===== src/rtl/vga_bus_capture_if.sv =====
// ============================================================================
// vga_bus_capture_if
// ----------------------------------------------------------------------------
// Purpose : Groups the 6502 bus-side signals and the command-FIFO consumer
//           signals of vga_bus_capture into a single bundle.
//
// Signals :
//   CLK_CPU    6502 PHI2, asynchronous to CLK_FAST
//   EN         chip enable, active-low, asynchronous
//   RW         CPU read/write, 0 = write, asynchronous
//   REG[2:0]   register select, asynchronous
//   DATA[7:0]  CPU write data, asynchronous
//   CMD_VALID  FIFO head holds a command
//   CMD_REG    head register index
//   CMD_DATA   head data byte
//   CMD_READY  consumer accepts head this cycle
//   LEVEL      entries currently stored, $clog2(DEPTH)+1 bits
//   OVF        sticky overflow flag
//   CLR_OVF    synchronous clear of OVF
//
// Modports:
//   master  the surrounding system (CPU bus driver + command consumer)
//   slave   the capture block itself
// ============================================================================
interface vga_bus_capture_if #(
    parameter int DEPTH = 16
);
    localparam int LW = $clog2(DEPTH) + 1;

    // CPU bus side
    logic          CLK_CPU;
    logic          EN;
    logic          RW;
    logic [2:0]    REG;
    logic [7:0]    DATA;

    // Command consumer side
    logic          CMD_VALID;
    logic [2:0]    CMD_REG;
    logic [7:0]    CMD_DATA;
    logic          CMD_READY;
    logic [LW-1:0] LEVEL;
    logic          OVF;
    logic          CLR_OVF;

    modport master (
        output CLK_CPU, EN, RW, REG, DATA, CMD_READY, CLR_OVF,
        input  CMD_VALID, CMD_REG, CMD_DATA, LEVEL, OVF
    );

    modport slave (
        input  CLK_CPU, EN, RW, REG, DATA, CMD_READY, CLR_OVF,
        output CMD_VALID, CMD_REG, CMD_DATA, LEVEL, OVF
    );
endinterface


===== src/rtl/vga_bus_capture.sv =====
// ============================================================================
// vga_bus_capture
// ----------------------------------------------------------------------------
// Purpose : Captures 6502 register writes into a first-word-fall-through
//           command FIFO running in the CLK_FAST domain.
//
//           PHI2 and the bus are each passed through three flops in lockstep.
//           A PHI2 falling edge is seen as c3=1 & c2=0; at that moment b3
//           holds the last bus sample taken while PHI2 was still high, so it
//           is the settled write cycle. The strobe is registered once more
//           before it reaches the FIFO, so a fall first sampled at edge n is
//           stored at edge n+3.
//
// Ports   :
//   CLK_FAST  sole clock, all state changes on its rising edge
//   RESET     asynchronous, active-low reset
//   bus       vga_bus_capture_if.slave (CPU bus in, command FIFO out)
//
// Parameters:
//   DEPTH     command FIFO entries, power of two in 4..64
// ============================================================================
module vga_bus_capture #(
    parameter int DEPTH = 16
) (
    input logic              CLK_FAST,
    input logic              RESET,
    vga_bus_capture_if.slave bus
);
    localparam int AW = $clog2(DEPTH);
    localparam int LW = AW + 1;

    typedef struct packed {
        logic       en;
        logic       rw;
        logic [2:0] reg_sel;
        logic [7:0] data;
    } bus_sample_t;

    // Entry layout: [10:8] register index, [7:0] data byte.
    typedef logic [10:0] entry_t;

    // ------------------------------------------------------------------
    // Synchronisers: PHI2 chain and bus chain advance in lockstep
    // ------------------------------------------------------------------
    logic        c1, c2, c3;
    bus_sample_t b1, b2, b3;
    bus_sample_t bus_now;

    assign bus_now = {bus.EN, bus.RW, bus.REG, bus.DATA};

    // NOTE: state registers use non-blocking assignments so every flop in
    // the chain samples the pre-edge value of its neighbour.
    always_ff @(posedge CLK_FAST or negedge RESET) begin
        if (!RESET) begin
            c1 <= 1'b0;
            c2 <= 1'b0;
            c3 <= 1'b0;
            b1 <= '0;
            b2 <= '0;
            b3 <= '0;
        end else begin
            c1 <= bus.CLK_CPU;
            c2 <= c1;
            c3 <= c2;
            b1 <= bus_now;
            b2 <= b1;
            b3 <= b2;
        end
    end

    // The 1->0 pair is only present for a single cycle, so a long PHI2-low
    // phase can never produce a second push. Chain reset to 0 keeps a fall
    // from being reported until PHI2 has been sampled high after reset.
    logic write_strobe;
    assign write_strobe = c3 & ~c2 & ~b3.en & ~b3.rw;

    logic   push_q;
    entry_t push_entry_q;

    always_ff @(posedge CLK_FAST or negedge RESET) begin
        if (!RESET) begin
            push_q       <= 1'b0;
            push_entry_q <= '0;
        end else begin
            push_q       <= write_strobe;
            push_entry_q <= {b3.reg_sel, b3.data};
        end
    end

    // ------------------------------------------------------------------
    // Command FIFO
    // ------------------------------------------------------------------
    entry_t        mem [DEPTH];
    logic [AW-1:0] wr_ptr;
    logic [AW-1:0] rd_ptr;
    logic [LW-1:0] level;
    logic          ovf;

    logic pop;
    logic full;
    logic accept;
    logic overflow;

    assign pop      = (level != '0) && bus.CMD_READY;
    assign full     = (level == LW'(DEPTH));
    // A simultaneous pop frees the slot, so a push into a full FIFO is
    // still accepted in that cycle.
    assign accept   = push_q && (!full || pop);
    assign overflow = push_q && full && !pop;

    // NOTE: storage has no reset; an entry is only visible once the
    // pointers and level (which are reset) say it was written.
    always_ff @(posedge CLK_FAST) begin
        if (accept) begin
            mem[wr_ptr] <= push_entry_q;
        end
    end

    always_ff @(posedge CLK_FAST or negedge RESET) begin
        if (!RESET) begin
            wr_ptr <= '0;
            rd_ptr <= '0;
            level  <= '0;
        end else begin
            if (accept) begin
                wr_ptr <= wr_ptr + AW'(1);
            end
            if (pop) begin
                rd_ptr <= rd_ptr + AW'(1);
            end
            case ({accept, pop})
                2'b10:   level <= level + LW'(1);
                2'b01:   level <= level - LW'(1);
                default: level <= level;
            endcase
        end
    end

    // Overflow wins over a clear in the same cycle.
    always_ff @(posedge CLK_FAST or negedge RESET) begin
        if (!RESET) begin
            ovf <= 1'b0;
        end else if (overflow) begin
            ovf <= 1'b1;
        end else if (bus.CLR_OVF) begin
            ovf <= 1'b0;
        end
    end

    // ------------------------------------------------------------------
    // Outputs: head read combinationally from storage
    // ------------------------------------------------------------------
    entry_t head;
    assign head = mem[rd_ptr];

    assign bus.CMD_VALID = (level != '0);
    assign bus.CMD_REG   = head[10:8];
    assign bus.CMD_DATA  = head[7:0];
    assign bus.LEVEL     = level;
    assign bus.OVF       = ovf;

endmodule


===== src/flat_wrapper.sv =====
// flat-port wrapper written by rule: the top's interface ports become plain ports
module vga_bus_capture_flat 
#(
    parameter int DEPTH = 16
)
  (CLK_FAST, RESET, bus_CLK_CPU, bus_EN, bus_RW, bus_REG, bus_DATA, bus_CMD_READY, bus_CLR_OVF, bus_CMD_VALID, bus_CMD_REG, bus_CMD_DATA, bus_LEVEL, bus_OVF);
  vga_bus_capture_if #(.DEPTH(DEPTH)) bus_i ();
  input logic CLK_FAST;
  input logic RESET;
  input wire logic [$bits(bus_i.CLK_CPU)-1:0] bus_CLK_CPU;
  input wire logic [$bits(bus_i.EN)-1:0] bus_EN;
  input wire logic [$bits(bus_i.RW)-1:0] bus_RW;
  input wire logic [$bits(bus_i.REG)-1:0] bus_REG;
  input wire logic [$bits(bus_i.DATA)-1:0] bus_DATA;
  input wire logic [$bits(bus_i.CMD_READY)-1:0] bus_CMD_READY;
  input wire logic [$bits(bus_i.CLR_OVF)-1:0] bus_CLR_OVF;
  output wire logic [$bits(bus_i.CMD_VALID)-1:0] bus_CMD_VALID;
  output wire logic [$bits(bus_i.CMD_REG)-1:0] bus_CMD_REG;
  output wire logic [$bits(bus_i.CMD_DATA)-1:0] bus_CMD_DATA;
  output wire logic [$bits(bus_i.LEVEL)-1:0] bus_LEVEL;
  output wire logic [$bits(bus_i.OVF)-1:0] bus_OVF;
  assign bus_i.CLK_CPU = bus_CLK_CPU;
  assign bus_i.EN = bus_EN;
  assign bus_i.RW = bus_RW;
  assign bus_i.REG = bus_REG;
  assign bus_i.DATA = bus_DATA;
  assign bus_i.CMD_READY = bus_CMD_READY;
  assign bus_i.CLR_OVF = bus_CLR_OVF;
  assign bus_CMD_VALID = bus_i.CMD_VALID;
  assign bus_CMD_REG = bus_i.CMD_REG;
  assign bus_CMD_DATA = bus_i.CMD_DATA;
  assign bus_LEVEL = bus_i.LEVEL;
  assign bus_OVF = bus_i.OVF;
  vga_bus_capture #(.DEPTH(DEPTH)) u_core (.CLK_FAST(CLK_FAST), .RESET(RESET), .bus(bus_i));
endmodule

===== config.mk =====
export PLATFORM = sky130hd
export DESIGN_NAME = vga_bus_capture_flat
export DESIGN_NICKNAME = d
export VERILOG_FILES = /design/src/rtl/vga_bus_capture_if.sv /design/src/rtl/vga_bus_capture.sv /design/src/flat_wrapper.sv
export SDC_FILE = /design/constraint.sdc
export NUM_CORES = 1
export LEC_CHECK = 0
export BUFFER_PORTS_ARGS = -buffer_cell sky130_fd_sc_hd__buf_2
export CORE_ASPECT_RATIO = 0.6
export CORE_MARGIN = 2
export CORE_UTILIZATION = 37
export DETAILED_ROUTE_END_ITERATION = 10
export PLACE_DENSITY_LB_ADDON = 0.25
export SLEW_MARGIN = 40
export SYNTH_ARGS = -nofsm -noshare
export SYNTH_HDL_FRONTEND = slang
export SYNTH_SLANG_ARGS = --single-unit

===== constraint.sdc =====
create_clock -name CLK_FAST -period 2.6 [get_ports CLK_FAST]
set_input_delay 0.39 -clock CLK_FAST [delete_from_list [all_inputs] [get_ports CLK_FAST]]
set_output_delay 0.39 -clock CLK_FAST [all_outputs]
set_load 0.005 [all_outputs]

==> results of run 1 <==
==> state kept, by name, summed over array words and instances (netlist names) <==
register,cells
u_core.push_q,1
u_core.rd_ptr,4
u_core.c1,1
u_core.b1,13
u_core.c2,1
u_core.push_entry_q,11
u_core.wr_ptr,4
u_core.b2,13
u_core.mem,176
u_core.c3,1
u_core.bus.OVF,1
u_core.b3,13
u_core.bus.LEVEL,5
==> layer usage <==
| layer | part of all wire | vias up |
|---|---|---|
| met4 | 0.015 | 0 |
| met1 | 0.49 | 2251 |
| li1 | - | 1914 |
| met2 | 0.46 | 98 |
| met3 | 0.042 | 19 |
| met5 | 0 | - |
==> layout make-up <==
class,instances,area (µm²),area share
Clock inverter,17,240.2,0.02208
Timing Repair Buffer,88,753.2,0.06922
Multi-Input combinational cell,167,1901,0.1747
Inverter,5,18.77,0.001725
Tap cell,315,394.1,0.03622
Clock buffer,25,583.1,0.05358
Sequential cell,244,6992,0.6425
==> worst paths after layout <==
| check | to | slack, ns | cells past startpoint |
|---|---|---|---|
| max reg2reg | u_core.mem[1][7] | 0.27 | 5 |
| min in group asynchronous | u_core.b3[9] | 0.44 | 2 |
| max | bus_CMD_DATA[7] | -0.05 | 6 |
| min reg2reg | u_core.b2[6] | 0.35 | 0 |
| min | u_core.bus.OVF | 0.09 | 2 |
| max in group asynchronous | u_core.push_entry_q[3] | 1.63 | 3 |
==> cells by family (layout without fill, tap and decap cells) <==
kind of cell	after synthesis	count (layout)
AO/OA/AOI/OAI	36	36
multiplexers	51	51
adder cells (fa/ha/maj)	6	6
flip-flops	244	244
AND/OR/NAND/NOR	66	66
XOR/XNOR	8	8
buffers and inverters	27	135
==> through the flow <==
step | TNS, ns | setup WS, ns | hold WS, ns | cell area [µm²]
2_1_floorplan | 0 | 0.3287 | 0.09441 | 8915
3_3_place_gp | 0 | 0.1207 | 0.3326 | 9661
3_5_place_dp | 0 | 0.1087 | 0.3347 | 9668
4_1_cts | -0.7676 | -0.09427 | 0.07354 | 10850
5_1_grt | -1.354 | -0.1772 | 0.08440 | 10880
6_report | -0.3386 | -0.05380 | 0.08986 | 10880
==> timing repair <==
action                                 4_1_cts  5_1_grt
endpoints found under the hold margin       61        0
pin swaps                                   10        3
setup buffers                                8        1
resized for setup                           22        5
setup endpoints to repair                   11       11
hold buffers                                15        0
==> power by group through the flow <==
stage / combinational [µW] / clock, µW / sequential [µW]
2_1_floorplan: 1730 / 0 / 4560
3_3_place_gp: 2580 / 0 / 4670
4_1_cts: 3050 / 3680 / 4590
3_5_place_dp: 2610 / 0 / 4690
5_1_grt: 3310 / 3850 / 4620
6_report: 3050 / 3580 / 4590
==> layout by cell type (no fill, tap or decap), drive strengths merged, types with 5 or more instances in the layout <==
cell,n
edfxtp,176
inv,7
dfrtp,68
nand2,20
a22oi,22
nand3,9
mux2i,5
mux4,44
ha,6
dlygate4sd3,15
bufinv,6
xnor2,7
clkinv,8
nor2,16
clkbuf,25
nor3,7
buf,73
==> critical path, delay by kind of cell (launching register included) <==
kind            cells  cell delay [ns]
compound gates      1             0.23
buf+inv             3             0.45
flops               1             0.47
mux                 1             0.50
simple gates        1             0.10
==> results.cfg, run 1 <==
[detailed_routing]
wl_per_cell_um = 20.21
drtIter0Drc = 339
vias = 4282
wl_um = 17400
drt-pass1-iter-count = 4
viasPerCell = 4.973
drc_errors = 0
ant_nets = 0

[synthesis]
ys.flop_type = edfxtp_1
synthSimpleGateAreaFrac = 0.03607
synthAdderAreaFrac = 0.008421
synthCells = 438
async_flop_share = 0.2787
yosys_warnings = 0
netlist_area_um2 = 8915
synthMuxAreaShare = 0.1197
synthDominantCellAreaShare = 0.5928
syn_avg_cell_area_um2 = 20.35
synth_top_family_by_area = multiplexers
synth_nets = 462
synth_edf_count = 176
synth_seq_area_share = 0.7837
synthTopCellsByArea = edfxtp_1, dfrtp_1, mux4_2
synth-seq-cells = 244
synth_largest_area_cell = edfxtp_1
synth.distinct_cells = 44
synth_most_common_cell = edfxtp_1
synth-xor-area-share = 0.007860
synth_common_cells = edfxtp_1, dfrtp_1, mux4_2
synth_compound_area_frac = 0.02989

[cells_and_area]
num_antenna_cells = 0
stdcell_count = 861
nNetsFinal = 553
fin_util = 0.4660
nFillCells = 1973
drive_above_1_share = 0.3333
area_delta_synth_final_pct = 22.06

[timing]
skew_ns = 0.01648
post-route-period-util = 1.021
setup_ws_ns = -0.05380
setup_violations = 10
period_needed_ns = 2.654
fmax_mhz = 376.8
finalMaxSlewViolations = 0
rsz0062_at_grt = yes
slew_headroom = 0.4888
tightest_slew_ns = 0.7634
final_hold_viol_count = 0

[power]
clockPowerShare = 0.320
peakVddDrop_v = 0.0006826
internal_power_uw = 8177
power_frac_comb = 0.271
powerDensity_nw_per_um2 = 1031
finalPower_uw = 11220
leakagePower_uw = 0.003850
p_seq_frac = 0.409
p_sw_uw = 3041
p_sw_frac = 0.2711

[critical_path]
arrival_ns = 2.26
cp_slowest_cell = mux4_2
critPathLaunchType = register
crit_chain = buf_6 > buf_4 > mux4_2 > a22oi_2 > nand2_1 > buf_2
required_ns = 2.21
endpoint_kind = primary output
crit_type = reg -> out
critical-path-max-stage-delay_ns = 0.50
reg2reg_from = u_core.bus.LEVEL[2]
cp_max_fo = 6
crit_start = u_core.rd_ptr[0]

[clocking]
cts_tree = done
cts_buffers = 23
clockBufferDepth = 3
clock-sinks = 244
clk_pin_slew_ns = 0.06
clkLatencyLatePin_ns = 0.50
cts_max_level = 1
cts_root_buffer = clkbuf_16

[global_route]
grt_pass1_vias = 4395
grtUsageMet3 = 0.02254
grt_usage = 0.1416
grt_most_used_layer = met1
grt_use_met2 = 0.2102
grt_pass1_wl_um = 26940
grt_use_met1 = 0.2220
grt_max_degree = 50
gr-total-overflow = 0
antenna_found_initial = 0

[placement]
io_buffers = 35
gp_congestion = 0.7683
dp.cells = 795
dp_hpwl_um = 10710

[die]
die_w_um = 204.4
die_h_um = 124.2
core_area_um2 = 23350
initial_core_util = 0.3818
dieArea_um2 = 25390
rows = 43
pin_count = 36

[worst_hold_path]
hp-class = in -> reg
min-delay-start = bus_CLR_OVF

[run_status]
violations = setup timing
outcome = finished with violations

[flow_run]
max_cap_violations = 0
No activity file was read; power rests on OpenSTA's default activity.
==> run 2: changes to the inputs <==
--- a/config.mk
+++ b/config.mk
@@ -10,7 +10,7 @@
 export CORE_MARGIN = 2
 export CORE_UTILIZATION = 37
 export DETAILED_ROUTE_END_ITERATION = 10
-export PLACE_DENSITY_LB_ADDON = 0.25
+export PLACE_DENSITY_LB_ADDON = 0.08
 export SLEW_MARGIN = 40
 export SYNTH_ARGS = -nofsm -noshare
 export SYNTH_HDL_FRONTEND = slang
==> run 2 against run 1 <==
Compared with the run above:
- the run still ends with setup timing left
- largest cell class unchanged
- sequential power about the same
- count of clock-buffer cells in the layout increased by 9
- die area is the same
- fmax rose by 1.2%
==> results.cfg, run 2 (same netlist as run 1, synthesis figures left out) <==
[global_route]
grt_pass1_vias = 4357
grt_use_met2 = 0.2158
grtUsageMet3 = 0.02621
grt_pass1_wl_um = 28370
grt_most_used_layer = met1
grt_usage = 0.1530
antenna_found_initial = 0
gr-total-overflow = 0
grt_max_degree = 52
grt_use_met1 = 0.2475

[cells_and_area]
area_delta_synth_final_pct = 21.31
final_common_cell = edfxtp_1
drive_above_1_share = 0.3486
stdcell_count = 860
top_register = u_core.mem
mostFrequentLayoutCells = edfxtp_1, dfrtp_1, mux4_2
num_antenna_cells = 0
nFillCells = 2009
largest_register_ffs = 176
nNetsFinal = 552

[detailed_routing]
drc_errors = 0
viasPerCell = 5.051
vias = 4344
wl_um = 19100
wl_per_cell_um = 22.21
ant_nets = 0
drtIter0Drc = 411
drt-pass1-iter-count = 4

[clocking]
cts_tree = done
cts_buffers = 24
clockBufferDepth = 3
clk_pin_slew_ns = 0.06
clock-sinks = 244
clkLatencyLatePin_ns = 0.53
cts_root_buffer = clkbuf_16
cts_max_level = 1

[critical_path]
crit_start = u_core.rd_ptr[0]
critPathLaunchType = register
required_ns = 2.21
reg2reg_from = u_core.bus.LEVEL[0]
endpoint_kind = primary output
arrival_ns = 2.23
cp_max_fo = 8
crit_type = reg -> out

[timing]
setup_ws_ns = -0.02267
rsz0062_at_grt = yes
final_hold_viol_count = 0
fmax_mhz = 381.3
hold_slack_ns = 0.06277
finalMaxSlewViolations = 0
setup_violations = 6
tightest_slew_ns = 0.8662
post-route-period-util = 1.009
setup_tns_ns = -0.08770
period_needed_ns = 2.623
skew_ns = 0.01763
slew_headroom = 0.4226

[die]
rows = 43
die_w_um = 204.4
pin_count = 36
initial_core_util = 0.3818
die_h_um = 124.2
core_area_um2 = 23350
dieArea_um2 = 25390

[placement]
dp.cells = 785
io_buffers = 35
dp_hpwl_um = 11540
gp_congestion = 0.7375

[run_status]
violations = setup timing
outcome = finished with violations

[power]
powerDensity_nw_per_um2 = 1022
finalPower_uw = 11050
leakagePower_uw = 0.003798
peakVddDrop_v = 0.0005500

[worst_hold_path]
min-delay-start = bus_CLR_OVF
hp-class = in -> reg

[flow_run]
max_cap_violations = 0
-- run 2: cell types whose count changed in the layout (fill, tap and decap cells not counted), moves of 4 or more --
cell,previous run,this run
buf_12,10,6
bufinv_16,6,0
nor2_1,15,6
nor2_2,1,6
nor2_4,0,4
-- run 2: worst max-delay path, cell delays in order (launching register included) --
cell,delay [ns]
dfrtp_2,0.42
buf_12,0.14
buf_12,0.14
mux4_2,0.55
a22oi_2,0.20
nand2_1,0.11
buf_2,0.15
-- run 2: area by class of cell --
type                       count  area, µm²  area share
sequential                   244       6989      0.6463
multi-input combinational    167       1948      0.1801
timing repair buffer          86      711.9     0.06583
clock buffer                  34      693.2     0.06410
tap                          315      394.1     0.03645
clock inverter                 9      58.81    0.005438
inverter                       5      18.77    0.001736
-- run 2: repair_timing --
action                                  in CTS  in global routing
hold endpoints to repair                    64                  0
cloned                                       0                  1
endpoints found under the setup margin      11                 11
hold buffers                                15                  0
pin swaps                                    0                  8
buffers inserted                             3                 13
gates resized for setup                     11                 16
-- run 2: power breakdown --
group / switching [µW] / internal (µW) / total (µW)
clock: 1410 / 1870 / 3280
sequential: 214 / 4360 / 4570
combinational: 1580 / 1630 / 3210
total: 3210 / 7850 / 11100
-- run 2: routing by layer --
layer  share of wire  wire length [µm]
met1            0.51              9660
met2            0.44              8433
met3           0.039               753
met4           0.013               252
met5               0                 0
-- run 2: worst paths after layout --
check	to	slack (ns)	depth (start not counted)
min in group asynchronous	u_core.b2[3]	0.46	2
min reg2reg	u_core.b3[8]	0.34	0
max reg2reg	u_core.mem[1][2]	0.25	5
max	bus_CMD_REG[1]	-0.02	6
min	u_core.bus.OVF	0.06	2
max in group asynchronous	u_core.b2[5]	1.61	3
-- run 2: per-stage QoR --
step | util | setup slack [ns] | area, µm²
2_1_floorplan | - | 0.3287 | 8915
3_3_place_gp | 0.4104 | 0.2262 | 9583
3_5_place_dp | 0.4119 | 0.2722 | 9618
4_1_cts | 0.4536 | -0.07919 | 10590
5_1_grt | 0.4631 | -0.1096 | 10810
6_report | 0.4631 | -0.02267 | 10810
==> run 3: changes to the inputs <==
--- a/config.mk
+++ b/config.mk
@@ -5,11 +5,12 @@
 export SDC_FILE = /design/constraint.sdc
 export NUM_CORES = 1
 export LEC_CHECK = 0
-export BUFFER_PORTS_ARGS = -buffer_cell sky130_fd_sc_hd__buf_2
 export CORE_ASPECT_RATIO = 0.6
 export CORE_MARGIN = 2
 export CORE_UTILIZATION = 37
 export DETAILED_ROUTE_END_ITERATION = 10
+export DONT_BUFFER_PORTS = 1
+export HOLD_SLACK_MARGIN = 0.08
 export PLACE_DENSITY_LB_ADDON = 0.08
 export SLEW_MARGIN = 40
 export SYNTH_ARGS = -nofsm -noshare
==> run 3 against run 2 <==
Compared with the run above:
- the run now ends clean
- cell area decreased by 3.7%
- hold slack improved by 0.082 ns
- die area unchanged
- critical path type unchanged
- first-iteration DRC count decreased by 0.49%
==> results.cfg, run 3 (same netlist as run 1, synthesis figures left out) <==
[cells_and_area]
num_antenna_cells = 0
largest_register_ffs = 176
nFillCells = 2015
multi_input_area_um2 = 1866
regArea_um2 = 6989
finalInstanceArea_um2 = 10420
stdcell_count = 816
nNetsFinal = 510
top_register = u_core.mem
final_common_cell = edfxtp_1
area_delta_synth_final_pct = 16.86
mostFrequentLayoutCells = edfxtp_1, dfrtp_1, mux4_2
drive_above_1_share = 0.2515

[clocking]
cts_buffers = 23
clockBufferDepth = 3
clock-sinks = 244
cts_tree = done
cts_max_level = 1
clkLatencyLatePin_ns = 0.51
cts_root_buffer = clkbuf_16
clk_pin_slew_ns = 0.06

[timing]
skew_ns = 0.01082
post-route-period-util = 0.9737
fmax_mhz = 395.0
slew_headroom = 0.5322
tightest_slew_ns = 0.7010
final_hold_viol_count = 0
setup_violations = 0
finalMaxSlewViolations = 0
rsz0062_at_grt = yes
period_needed_ns = 2.532

[flow_run]
max_cap_violations = 0

[die]
dieArea_um2 = 25390
die_w_um = 204.4
rows = 43
die_h_um = 124.2
core_area_um2 = 23350
initial_core_util = 0.3818
pin_count = 36

[placement]
gp_congestion = 0.7887
place_area_um2 = 9413
dp.cells = 754
dp_hpwl_um = 12320
io_buffers = 0

[detailed_routing]
viasPerCell = 5.143
ant_nets = 0
wl_um = 19310
drt-pass1-iter-count = 5
wl_per_cell_um = 23.67
vias = 4197
drtIter0Drc = 409
drc_errors = 0

[worst_hold_path]
min-delay-start = bus_CMD_READY
hp-class = in -> reg
hold_path_depth = 2
hold_end = u_core.bus.LEVEL[1]

[power]
powerDensity_nw_per_um2 = 1002
p_sw_uw = 3032
leakagePower_uw = 0.003573
p_seq_frac = 0.438
p_sw_frac = 0.2904
power_frac_comb = 0.258
clockPowerShare = 0.304
internal_power_uw = 7409
peakVddDrop_v = 0.0004392

[run_status]
outcome = finished clean

[global_route]
gr-total-overflow = 0
grt_pass1_vias = 4216
antenna_found_initial = 1
grt_max_degree = 69
grt_pass1_wl_um = 29540
grt_usage = 0.1601

[critical_path]
reg2reg_from = u_core.bus.LEVEL[1]
cp_max_fo = 18
critPathLaunchType = register
r2r_slack_ns = 0.27
crit_type = reg -> out
endpoint_kind = primary output
rr_worst_depth = 9
cp_slowest_cell = mux4_2
critical_path.top_delay_family = multiplexers
arrival_ns = 2.14
rr_endpoint = u_core.bus.LEVEL[4]
cp_num_buf_inv = 1
critical-path-max-stage-delay_ns = 0.60
required_ns = 2.21
crit_chain = buf_12 > mux4_2 > a22oi_2 > nand2_2
## run 3: cell types whose count changed in the layout (fill, tap and decap cells not counted), sizes merged
| cell | previous run | this run |
|---|---|---|
| buf | 70 | 28 |
| clkinv | 8 | 5 |
| bufinv | 0 | 1 |
| clkbuf | 35 | 33 |
| dlygate4sd3 | 15 | 17 |
## run 3: power by group through the flow
stage	sequential, µW	clock, µW	combinational [µW]
6_report	4570	3180	2700
5_1_grt	4590	3470	2930
4_1_cts	4570	3270	2720
3_5_place_dp	4640	0	2500
3_3_place_gp	4630	0	2500
2_1_floorplan	4560	0	1730
## run 3: layout make-up
class / instances / share of cell area
Clock buffer: 33 / 0.06185
Timing Repair Buffer: 45 / 0.04276
Clock inverter: 7 / 0.005765
Multi-Input combinational cell: 167 / 0.1791
Tap cell: 315 / 0.03783
Sequential cell: 244 / 0.6709
Inverter: 5 / 0.001802
## run 3: stage by stage
stage	worst slack (ns)	hold WS (ns)	setup TNS (ns)	util	total power (µW)
2_1_floorplan	0.3287	0.09441	0	-	6291
3_3_place_gp	0.3814	0.09565	0	0.4026	7131
3_5_place_dp	0.3142	0.09620	0	0.4031	7140
4_1_cts	0.0008760	0.1277	0	0.4450	10560
5_1_grt	-0.01104	0.1471	-0.02148	0.4461	10990
6_report	0.06840	0.1444	0	0.4461	10440
## run 3: per-layer routing
metal  vias up  wire length (µm)  track usage
li1       1829                 -            -
met1      2194              9796       0.2628
met2       148              8089       0.2146
met3        26              1117      0.03329
met4         0               310      0.03836
met5         -                 0            0
## run 3: what timing repair did
action	in CTS	in global routing
hold endpoints to repair	84	0
gates cloned	1	0
resized for setup	7	8
pin swaps	0	1
endpoints found under the setup margin	11	11
hold buffers	18	0
setup buffers	1	3
## run 3: worst max-delay path by stage
stage          slack [ns]               end                start  depth (start not counted)
2_1_floorplan        0.33  u_core.mem[1][0]  u_core.bus.LEVEL[3]                          6
3_3_place_gp         0.38   bus_CMD_DATA[2]     u_core.rd_ptr[0]                          4
3_5_place_dp         0.31  u_core.mem[5][5]  u_core.bus.LEVEL[2]                          4
4_1_cts            0.0009    bus_CMD_REG[2]     u_core.rd_ptr[0]                          5
5_1_grt             -0.01   bus_CMD_DATA[3]     u_core.rd_ptr[0]                          4
6_report             0.07   bus_CMD_DATA[2]     u_core.rd_ptr[0]                          4
